[src/rtl/face_detection_pkg.sv]
// Shared constants for the host mailbox protocol: command and status words,
// data/pixel widths and frame geometry, plus the responder's state encoding.
package face_detection_pkg;

    localparam int DATA_WIDTH   = 13;
    localparam int PIXEL_WIDTH  = 8;
    localparam int FRAME_WIDTH  = 800;
    localparam int FRAME_HEIGHT = 600;
    localparam int COORD_WIDTH  = 10;

    // Host -> FPGA command words
    localparam logic [DATA_WIDTH-1:0] CMD_START_SEND_PIXEL  = 13'd1;
    localparam logic [DATA_WIDTH-1:0] CMD_STOP_SEND_PIXEL   = 13'd2;
    localparam logic [DATA_WIDTH-1:0] CMD_START_RECV_RESULT = 13'd3;
    localparam logic [DATA_WIDTH-1:0] CMD_STOP_RECV_RESULT  = 13'd4;
    localparam logic [DATA_WIDTH-1:0] CMD_CALL_RESET        = 13'd5;

    // FPGA -> host status words
    localparam logic [DATA_WIDTH-1:0] STS_IDLE      = 13'd10;
    localparam logic [DATA_WIDTH-1:0] STS_RX_PIXEL  = 13'd11;
    localparam logic [DATA_WIDTH-1:0] STS_RX_BUSY   = 13'd12;
    localparam logic [DATA_WIDTH-1:0] STS_TX_RESULT = 13'd13;
    localparam logic [DATA_WIDTH-1:0] STS_TX_WAIT   = 13'd14;
    localparam logic [DATA_WIDTH-1:0] STS_FINISH    = 13'd15;

    typedef enum logic [3:0] {
        S_IDLE      = 4'd0,
        S_PIX_WAIT  = 4'd1,
        S_PIX_ARMED = 4'd2,
        S_PIX_OUT   = 4'd3,
        S_RES_WAIT  = 4'd4,
        S_RES_TELL  = 4'd5,
        S_RES_SHOW  = 4'd6,
        S_RES_ACK   = 4'd7,
        S_RES_DONE  = 4'd8
    } hs_state_t;

endpackage

[src/rtl/frame_coord_counter.sv]
// Raster-order pixel coordinate iterator: advances x, wraps into y, and wraps
// both to zero after the last pixel of the frame.
module frame_coord_counter
    import face_detection_pkg::*;
#(
    parameter int FRAME_WIDTH  = face_detection_pkg::FRAME_WIDTH,
    parameter int FRAME_HEIGHT = face_detection_pkg::FRAME_HEIGHT
) (
    input  logic                   clk,
    input  logic                   reset,
    input  logic                   i_clear,
    input  logic                   i_advance,
    output logic [COORD_WIDTH-1:0] o_x,
    output logic [COORD_WIDTH-1:0] o_y,
    output logic                   o_last
);

    logic [COORD_WIDTH-1:0] r_x;
    logic [COORD_WIDTH-1:0] r_y;
    logic                   w_x_end;
    logic                   w_y_end;

    assign w_x_end = (r_x == COORD_WIDTH'(FRAME_WIDTH - 1));
    assign w_y_end = (r_y == COORD_WIDTH'(FRAME_HEIGHT - 1));

    // Clear has priority over advance so an abort never leaves a stale step.
    always_ff @(posedge clk) begin
        if (reset || i_clear) begin
            r_x <= '0;
            r_y <= '0;
        end else if (i_advance) begin
            if (w_x_end) begin
                r_x <= '0;
                r_y <= w_y_end ? '0 : r_y + 1'b1;
            end else begin
                r_x <= r_x + 1'b1;
            end
        end
    end

    assign o_x    = r_x;
    assign o_y    = r_y;
    assign o_last = w_x_end && w_y_end;

endmodule

[src/rtl/fpga_host_handshake_ctrl.sv]
// FPGA-side mailbox responder: decodes host commands, forwards pixels to the
// detection pipeline and hands detection results back one word per handshake.
module fpga_host_handshake_ctrl
    import face_detection_pkg::*;
#(
    parameter int DATA_WIDTH   = face_detection_pkg::DATA_WIDTH,
    parameter int PIXEL_WIDTH  = face_detection_pkg::PIXEL_WIDTH,
    parameter int FRAME_WIDTH  = face_detection_pkg::FRAME_WIDTH,
    parameter int FRAME_HEIGHT = face_detection_pkg::FRAME_HEIGHT
) (
    input  logic                   clk,
    input  logic                   reset,
    input  logic                   s_write,
    input  logic [DATA_WIDTH-1:0]  s_writedata,
    output logic [DATA_WIDTH-1:0]  s_readdata,
    output logic                   pix_valid,
    output logic [PIXEL_WIDTH-1:0] pix_data,
    output logic [COORD_WIDTH-1:0] pix_x,
    output logic [COORD_WIDTH-1:0] pix_y,
    output logic                   pix_last,
    input  logic                   pix_ready,
    input  logic                   res_valid,
    input  logic [DATA_WIDTH-1:0]  res_data,
    input  logic                   res_last,
    output logic                   res_ready,
    output logic                   frame_done
);

    hs_state_t              r_state;
    hs_state_t              w_state_next;
    logic [DATA_WIDTH-1:0]  r_readdata;
    logic [DATA_WIDTH-1:0]  w_readdata_next;
    logic                   r_pix_valid;
    logic                   w_pix_valid_next;
    logic [PIXEL_WIDTH-1:0] r_pix_data;
    logic                   r_res_ready;
    logic                   w_res_ready_next;
    logic                   r_frame_done;
    logic                   w_frame_done_next;
    logic [DATA_WIDTH-1:0]  r_res_word;
    logic                   r_res_last;

    logic w_cmd_reset;
    logic w_cmd_start_pix;
    logic w_cmd_start_recv;
    logic w_cmd_stop_recv;
    logic w_abort;
    logic w_pix_accept;
    logic w_res_seen;
    logic w_res_pop;
    logic w_coord_last;

    assign w_cmd_reset      = s_write && (s_writedata == DATA_WIDTH'(CMD_CALL_RESET));
    assign w_cmd_start_pix  = s_write && (s_writedata == DATA_WIDTH'(CMD_START_SEND_PIXEL));
    assign w_cmd_start_recv = s_write && (s_writedata == DATA_WIDTH'(CMD_START_RECV_RESULT));
    assign w_cmd_stop_recv  = s_write && (s_writedata == DATA_WIDTH'(CMD_STOP_RECV_RESULT));

    // In PIX_ARMED every write is raw pixel data, so 5 cannot abort there.
    assign w_abort      = w_cmd_reset && (r_state != S_PIX_ARMED);
    assign w_pix_accept = (r_state == S_PIX_OUT) && r_pix_valid && pix_ready;
    assign w_res_seen   = (r_state == S_RES_WAIT) && res_valid;
    assign w_res_pop    = (r_state == S_RES_SHOW) && w_cmd_stop_recv;

    frame_coord_counter #(
        .FRAME_WIDTH  (FRAME_WIDTH),
        .FRAME_HEIGHT (FRAME_HEIGHT)
    ) u_coord (
        .clk       (clk),
        .reset     (reset),
        .i_clear   (w_abort),
        .i_advance (w_pix_accept),
        .o_x       (pix_x),
        .o_y       (pix_y),
        .o_last    (w_coord_last)
    );

    always_ff @(posedge clk) begin
        if (reset) begin
            r_state      <= S_IDLE;
            r_readdata   <= DATA_WIDTH'(STS_IDLE);
            r_pix_valid  <= 1'b0;
            r_pix_data   <= '0;
            r_res_ready  <= 1'b0;
            r_frame_done <= 1'b0;
            r_res_word   <= '0;
            r_res_last   <= 1'b0;
        end else begin
            r_state      <= w_state_next;
            r_readdata   <= w_readdata_next;
            r_pix_valid  <= w_pix_valid_next;
            r_res_ready  <= w_res_ready_next;
            r_frame_done <= w_frame_done_next;
            if ((r_state == S_PIX_ARMED) && s_write) begin
                r_pix_data <= s_writedata[PIXEL_WIDTH-1:0];
            end
            // Latch the result so the host sees a stable word even if the source moves.
            if (w_res_seen) begin
                r_res_word <= res_data;
                r_res_last <= res_last;
            end
        end
    end

    always_comb begin
        w_state_next = r_state;
        if (w_abort) begin
            w_state_next = S_PIX_WAIT;
        end else begin
            case (r_state)
                S_IDLE:      w_state_next = S_IDLE;
                S_PIX_WAIT: begin
                    if (w_cmd_start_pix) begin
                        w_state_next = S_PIX_ARMED;
                    end else if (w_cmd_start_recv && r_frame_done) begin
                        w_state_next = S_RES_WAIT;
                    end
                end
                S_PIX_ARMED: if (s_write) w_state_next = S_PIX_OUT;
                S_PIX_OUT:   if (w_pix_accept) w_state_next = S_PIX_WAIT;
                S_RES_WAIT:  if (res_valid) w_state_next = S_RES_TELL;
                S_RES_TELL:  w_state_next = S_RES_SHOW;
                S_RES_SHOW: begin
                    if (w_cmd_stop_recv) begin
                        w_state_next = r_res_last ? S_RES_DONE : S_RES_ACK;
                    end
                end
                S_RES_ACK:   if (w_cmd_start_recv) w_state_next = S_RES_WAIT;
                S_RES_DONE:  w_state_next = S_RES_DONE;
                default:     w_state_next = S_IDLE;
            endcase
        end
    end

    // Registered outputs are a function of the state being entered.
    always_comb begin
        w_readdata_next   = DATA_WIDTH'(STS_IDLE);
        w_pix_valid_next  = (w_state_next == S_PIX_OUT);
        w_res_ready_next  = w_res_pop;
        w_frame_done_next = r_frame_done;
        case (w_state_next)
            S_IDLE:      w_readdata_next = DATA_WIDTH'(STS_IDLE);
            S_PIX_WAIT:  w_readdata_next = DATA_WIDTH'(STS_RX_PIXEL);
            S_PIX_ARMED: w_readdata_next = DATA_WIDTH'(STS_RX_BUSY);
            S_PIX_OUT:   w_readdata_next = DATA_WIDTH'(STS_RX_BUSY);
            S_RES_WAIT:  w_readdata_next = DATA_WIDTH'(STS_TX_WAIT);
            S_RES_TELL:  w_readdata_next = DATA_WIDTH'(STS_TX_RESULT);
            S_RES_SHOW:  w_readdata_next = r_res_word;
            S_RES_ACK:   w_readdata_next = DATA_WIDTH'(STS_TX_WAIT);
            S_RES_DONE:  w_readdata_next = DATA_WIDTH'(STS_FINISH);
            default:     w_readdata_next = DATA_WIDTH'(STS_IDLE);
        endcase
        if (w_abort) begin
            w_frame_done_next = 1'b0;
        end else if (w_pix_accept && w_coord_last) begin
            w_frame_done_next = 1'b1;
        end
    end

    assign s_readdata = r_readdata;
    assign pix_valid  = r_pix_valid;
    assign pix_data   = r_pix_data;
    assign pix_last   = r_pix_valid && w_coord_last;
    assign res_ready  = r_res_ready;
    assign frame_done = r_frame_done;

endmodule
[config.mk]
export PLATFORM = sky130hd
export DESIGN_NAME = fpga_host_handshake_ctrl
export DESIGN_NICKNAME = d
export VERILOG_FILES = /design/src/rtl/face_detection_pkg.sv /design/src/rtl/frame_coord_counter.sv /design/src/rtl/fpga_host_handshake_ctrl.sv
export SDC_FILE = /design/constraint.sdc
export NUM_CORES = 1
export LEC_CHECK = 0
export CELL_PAD_IN_SITES_DETAIL_PLACEMENT = 1
export CELL_PAD_IN_SITES_GLOBAL_PLACEMENT = 1
export CORE_UTILIZATION = 32
export DETAILED_ROUTE_END_ITERATION = 12
export PLACE_DENSITY = 0.77
export SKIP_LAST_GASP = 1
export SLEW_MARGIN = 10
export SYNTH_ARGS = -nofsm -noshare
export SYNTH_HDL_FRONTEND = slang
export SYNTH_SLANG_ARGS = --single-unit
export TNS_END_PERCENT = 20
[constraint.sdc]
create_clock -name clk -period 2.7 [get_ports clk]
set_input_delay 0.405 -clock clk [delete_from_list [all_inputs] [get_ports clk]]
set_output_delay 0.405 -clock clk [all_outputs]
set_load 0.01 [all_outputs]
==> impl_metrics.csv, run 1 <==
group,metric,value,unit
timing,final.setup.worst_slack,0.0635,ns
setup_path,worst-r2r-cell-count,6,
logic_synthesis,synth-simple-area-share,32.5,%
logic_synthesis,yosysUniqueCellTypes,54,
setup_path,slowest_delay,0.60,ns
cts,clkSinkCount,62,
cts,cts_made_buffers,9,
detailed_routing,finalWirelength,8000,um
placed_design,dp.cells,513,
timing,drv_slew,0,
logic_synthesis,ys_ff_latch,62,
detailed_routing,viasPerCell,4.98,
setup_path,crit_type,"primary input to flip-flop",
setup_path,crit_path_cell_trace,"clkdlybuf4s50_1 > or3_4 > nor4_4 > o2bb2ai_2 > a211o_1 > or4b_4 > buf_12 > nor3b_2",
layout,final_util,50.1,%
setup_path,crit_arrival,2.90,ns
die,die_w,95.8,um
power_and_ir_drop,p_seq_share,50.7,%
logic_synthesis,syn_area,0.00282,mm2
die,die_h,95.8,um
timing,worst_pin_slew,0.447,ns
die,ios,77,
setup_path,r2r_start,"r_state[1]",
logic_synthesis,synth_top_area_share,44.0,%
logic_synthesis,synth_xor_area_share,5.60,%
logic_synthesis,syn_nets,346,
logic_synthesis,synthAdderAreaFrac,0.888,%
logic_synthesis,synth_area_leaders,"dfxtp_1, nor2_1, mux2i_1, nand2_1, nor3b_2",
detailed_routing,wire_per_inst,15.0,um
cts,clk_latency,0.34,ns
timing,fmax,379,MHz
cts,root_buffer,"clkbuf_8",
logic_synthesis,muxShareOfSynthArea,4.97,%
grt,grt_usage,18.1,%
die,core,0.00838,mm2
logic_synthesis,ys.flop_type,"dfxtp_1",
grt,grt_pass1_wl,12800,um
timing,timing.final.crit_share,97.6,%
logic_synthesis,netlist_instances,312,
die,initial_utilization,33.6,%
power_and_ir_drop,p_leak,1.55,nW
grt,grt_pass1_vias,2669,
setup_path,worst-path-stages,8,
timing,clock_skew,0.00949,ns
setup_path,reg2reg_slack,0.21,ns
cts,ctsHoldBuffers,0,
cts,clk_pin_slew_worst_paths,0.07,ns
layout,layout.nets,458,
layout,instances_no_fill,533,
logic_synthesis,yosysSeqAreaShare,44.0,%
layout,layout-drive-gt1-share,18.7,%
setup_path,cp-endpoint,"s_readdata[6]",
logic_synthesis,synth_top_family_by_area,"simple AND/OR/NAND/NOR gates",
flow_run,maxCapViolCount,0,
timing,slew-limit-headroom,69.4,%
detailed_routing,drc,0,
setup_path,worstSetupEndpointType,"flip-flop",
layout,area_delta_synth_final,49.0,%
setup_path,crit_buf_inv,2,
logic_synthesis,synth-edff-count,0,
setup_path,startpoint,"s_writedata[4]",
grt,antenna_found_initial,0,
logic_synthesis,async_reset_ff_share,0,%
placed_design,dp_slack,-0.453,ns
power_and_ir_drop,clkPwrFrac,43.9,%
timing,finalHoldViolCount,0,
setup_path,required,2.97,ns
logic_synthesis,yosys_warnings,0,
grt,grt_max_degree,32,
die,rows,33,
logic_synthesis,syn_area_per_cell,9.03,um2
placed_design,dp_hpwl,5780,um
setup_path,r2r-end,"s_readdata[6]",
power_and_ir_drop,p_per_area,430,mW/mm2
setup_path,start_kind,"primary input",
grt,grt.overflow.total,0,
logic_synthesis,synth-compound-area-share,8.21,%
timing,final.setup.tns,0,ns
detailed_routing,firstDrtPassIters,4,
timing,setup_violations,0,
placed_design,place.gp.congestion,0.819,
run_status,outcome,"finished, final reports clean",
cts,clockBufferDepth,2,
setup_path,cpMaxStageDelayCell,"or4b_4",
logic_synthesis,synth_largest_area_cell,"dfxtp_1",
power_and_ir_drop,peakVddDrop,0.282,mV
timing,min_period,2.64,ns
detailed_routing,postRouteAntennaNets,0,
power_and_ir_drop,p_switching,0.000391,W
worst_hold_path,min_path_type,"flip-flop to flip-flop",
placed_design,portBuffers,76,
cts,htree_levels,3,
power_and_ir_drop,power.internal,0.00141,W
setup_path,path_max_fanout,5,
setup_path,crit_family,"simple AND/OR/NAND/NOR gates",
layout,diodes,0,
power_and_ir_drop,p_sw_share,21.7,%
power_and_ir_drop,pwr-share-comb,5.5,%
detailed_routing,drtIter0Drc,53,
cts,tritoncts,"done",
detailed_routing,vias,2655,
die,die_area,0.00918,mm2
state kept, by name, summed over array words and instances, names as in the netlist:
signal       flops
frame_done       1
pix_data         8
pix_valid        1
r_res_last       1
r_res_word      13
r_state          4
res_ready        1
s_readdata      13
u_coord.o_x     10
u_coord.o_y     10
area by class of cell:
| cell class | instances | area [um2] |
|---|---|---|
| Fill cell | 985 | 4180 |
| Multi-Input combinational cell | 231 | 1510 |
| Sequential cell | 62 | 1240 |
| Clock inverter | 4 | 47.5 |
| Inverter | 7 | 26.3 |
| Timing Repair Buffer | 113 | 1100 |
| Tap cell | 105 | 131 |
| Clock buffer | 11 | 141 |
power by group through the flow:
| stage | clock (W) | combinational (W) | sequential, W |
|---|---|---|---|
| floorplan | 0 | 0.0000268 | 0.000935 |
| global placement | 0 | 0.0000973 | 0.000935 |
| detailed placement | 0 | 0.0000999 | 0.000935 |
| CTS | 0.000823 | 0.000102 | 0.000914 |
| global route | 0.000866 | 0.000107 | 0.000913 |
| finish | 0.000792 | 0.0000986 | 0.000914 |
tightest hold or removal path, cell delays in order, from the launching register on:
cell     delay (ns)
dfxtp_1        0.31
nand2_1        0.05
a21oi_1        0.05
metal layers:
metal | GRT usage (%) | wire, um | vias up
met1 | 23.1 | 3730 | 1269
met5 | 0 | 0 | -
met4 | 4.10 | 72 | 0
met3 | 5.53 | 353 | 7
li1 | - | - | 1318
met2 | 29.9 | 3850 | 61
synth_stat cells, types with 4 or more instances:
cell type	count
a21oi_1	15
and3_1	6
mux2i_1	14
nand3_1	17
nor4_1	5
clkbuf_1	7
inv_1	7
nor3b_2	9
xnor2_1	10
dfxtp_1	62
nand2_1	30
xor2_1	8
nor3_1	9
buf_6	4
nor2_1	51
nand4_1	4
stage by stage:
stage / area [um2] / power (W) / hold slack [ns]
floorplan: 2820 / 0.000962 / 0.440
global placement: 3870 / 0.00103 / 0.448
detailed placement: 3870 / 0.00103 / 0.453
CTS: 4090 / 0.00184 / 0.463
global route: 4200 / 0.00189 / 0.487
finish: 4200 / 0.00180 / 0.455
worst min path at each step:
stage	cells past startpoint	to	from	slack, ns
2_1_floorplan	1	s_readdata[2]	r_res_word[2]	0.44
3_5_place_dp	2	pix_data[3]	pix_data[3]	0.45
3_3_place_gp	2	pix_data[4]	pix_data[4]	0.45
5_1_grt	2	pix_data[1]	pix_data[1]	0.49
6_report	2	pix_data[4]	pix_data[4]	0.46
4_1_cts	2	pix_data[4]	pix_data[4]	0.46
cells in the final DEF (no fill, tap or decap), types with 3 or more instances in the layout:
master and n:
nand2_1 30, xor2_1 8, inv_1 7, nor3_1 9
nor4_1 3, buf_4 35, a21oi_1 15, dfxtp_1 60
nor2b_1 3, nor3b_2 9, o21ai_0 3, nor2_1 50
nand3_1 17, clkdlybuf4s50_1 65, and3_1 6, nand4_1 4
nand3b_1 3, dlymetal6s2s_1 11, o21a_1 3, clkbuf_8 10
mux2i_1 14, xnor2_1 10
cell families (layout without fill, tap and decap cells):
group	after synthesis	after routing
xor+xnor	18	18
mux	14	14
simple gates	161	161
compound gates	36	36
fa+ha+maj	2	2
buf+inv	19	135
flops	62	62
timing repair:
action	CTS	global route
endpoints found under the setup margin	10	10
pin swaps	3	11
endpoints found under the hold margin	0	0
gates cloned	0	1
setup buffers	0	4
resized for setup	5	18
(Power assumes the default switching activity.)
==> inputs of run 2 (changes only) <==
- PLACE_DENSITY: 0.77 -> 0.76
==> impl_metrics.csv, run 2 (synthesis results as in run 1) <==
group,metric,value,unit
worst_hold_path,min_from,"reset",
worst_hold_path,min_path_type,"primary input to flip-flop",
setup_path,worstSetupEndpointType,"flip-flop",
layout,instances_no_fill,530,
cts,clockBufferDepth,2,
die,core,0.00838,mm2
die,die_w,95.8,um
timing,timing.final.crit_share,98.7,%
layout,layout-drive-gt1-share,19.3,%
power_and_ir_drop,peakVddDrop,0.210,mV
detailed_routing,vias,2662,
layout,diodes,0,
power_and_ir_drop,power.internal,0.00150,W
cts,root_buffer,"clkbuf_8",
layout,final_cell_mix,"clkdlybuf4s50_1, dfxtp_1, nor2_1, buf_4, nand2_1",
setup_path,crit_buf_inv,2,
grt,grt_max_degree,24,
setup_path,crit_path_cell_trace,"clkdlybuf4s50_1 > or4_4 > nor4_4 > o2bb2ai_2 > a211o_1 > or4b_4 > buf_4 > nor3b_2",
power_and_ir_drop,p_leak,1.50,nW
detailed_routing,drtIter0Drc,81,
run_status,outcome,"finished, final reports clean",
setup_path,r2r_start,"r_state[1]",
layout,layout.nets,454,
setup_path,crit_type,"primary input to flip-flop",
power_and_ir_drop,p_switching,0.000453,W
die,ios,77,
timing,finalHoldViolCount,0,
cts,clk_latency,0.34,ns
setup_path,path_max_fanout,5,
placed_design,portBuffers,76,
timing,slew-limit-headroom,62.0,%
placed_design,dp.cells,513,
setup_path,startpoint,"s_writedata[7]",
timing,setup_violations,0,
detailed_routing,viasPerCell,5.02,
power_and_ir_drop,pwr-share-comb,5.1,%
grt,grt_pass1_wl,13000,um
cts,clk_pin_slew_worst_paths,0.08,ns
cts,ctsHoldBuffers,0,
setup_path,crit_family,"simple AND/OR/NAND/NOR gates",
cts,clkSinkCount,62,
die,die_area,0.00918,mm2
timing,fmax,375,MHz
cts,cts_made_buffers,9,
setup_path,slowest_delay,0.55,ns
setup_path,cpMaxStageDelayCell,"or4_4",
timing,final.setup.tns,0,ns
grt,antenna_found_initial,0,
timing,clock_skew,0.00890,ns
power_and_ir_drop,finalPower,0.00196,W
power_and_ir_drop,p_per_area,467,mW/mm2
detailed_routing,firstDrtPassIters,4,
cts,tritoncts,"done",
grt,grt_usage,18.4,%
placed_design,dp_hpwl,5890,um
timing,drv_slew,0,
detailed_routing,wire_per_inst,15.1,um
setup_path,start_kind,"primary input",
layout,area_delta_synth_final,48.8,%
detailed_routing,drc,0,
layout,layout_commonest_cell,"clkdlybuf4s50_1",
setup_path,crit_arrival,2.94,ns
grt,grt.overflow.total,0,
power_and_ir_drop,clkPwrFrac,48.2,%
grt,grt_pass1_vias,2689,
timing,worst_pin_slew,0.556,ns
die,initial_utilization,33.6,%
detailed_routing,finalWirelength,8000,um
flow_run,maxCapViolCount,0,
setup_path,required,2.97,ns
die,rows,33,
cts,htree_levels,3,
power_and_ir_drop,p_seq_share,46.7,%
detailed_routing,postRouteAntennaNets,0,
placed_design,place.gp.congestion,0.800,
layout,final_util,50.0,%
die,die_h,95.8,um
timing,min_period,2.67,ns
power_and_ir_drop,p_sw_share,23.2,%
-- run 2: cell count changes in the layout (fill, tap and decap cells not counted), sizes merged --
cell           previous run  this run
buf                      36        34
bufinv                    1         2
clkbuf                   12         9
clkdlybuf4s50            65        68
clkinvlp                  1         0
dlymetal6s2s             11         7
inv                       7        10
-- run 2: final timing paths --
check,slack [ns],depth (start not counted),endpoint
min reg2reg,0.46,2,pix_data[2]
max reg2reg,0.33,6,s_readdata[5]
min,0.46,2,r_state[3]
max,0.03,8,s_readdata[5]
-- run 2: timing repair --
action / in CTS / in global routing
endpoints found under the hold margin: 0 / 0
pin swaps: 2 / 6
setup endpoints to repair: 10 / 10
setup buffers: 0 / 1
resized for setup: 5 / 16
-- run 2: per-layer routing --
layer / wire length (um) / GRT usage [%] / vias to the layer above
met4: 61 / 4.85 / 0
met1: 3530 / 22.1 / 1289
met2: 4110 / 33.0 / 56
li1: - / - / 1310
met3: 300 / 4.03 / 7
met5: 0 / 0 / -
-- run 2: worst reg2reg max path, delay by kind of cell, from the launching register on --
kind	cells	cell delay, ns
buf+inv	1	0.19
flops	1	0.39
simple gates	3	1.29
compound gates	2	0.44
-- run 2: power groups by stage --
stage | registers (W) | clock network [W] | logic (W)
global placement | 0.000935 | 0 | 0.0000957
global route | 0.000913 | 0.00102 | 0.000108
floorplan | 0.000935 | 0 | 0.0000268
finish | 0.000913 | 0.000943 | 0.0000996
detailed placement | 0.000935 | 0 | 0.0000982
CTS | 0.000913 | 0.000973 | 0.0000996
-- run 2: per-stage QoR --
stage	hold WS [ns]	area, um2	setup WS [ns]
2_1_floorplan	0.440	2820	0.110
5_1_grt	0.451	4190	-0.0130
4_1_cts	0.444	4120	0.0163
6_report	0.460	4190	0.0349
3_5_place_dp	0.453	3870	-0.433
3_3_place_gp	0.446	3870	-0.362
-- run 2: area by class of cell --
type                       instances  area (um2)
sequential                        62        1240
clock inverter                     7         104
multi-input combinational        231        1540
clock buffer                       9         124
fill                             969        4190
timing repair buffer             109        1020
inverter                           7        26.3
tap                              105         131
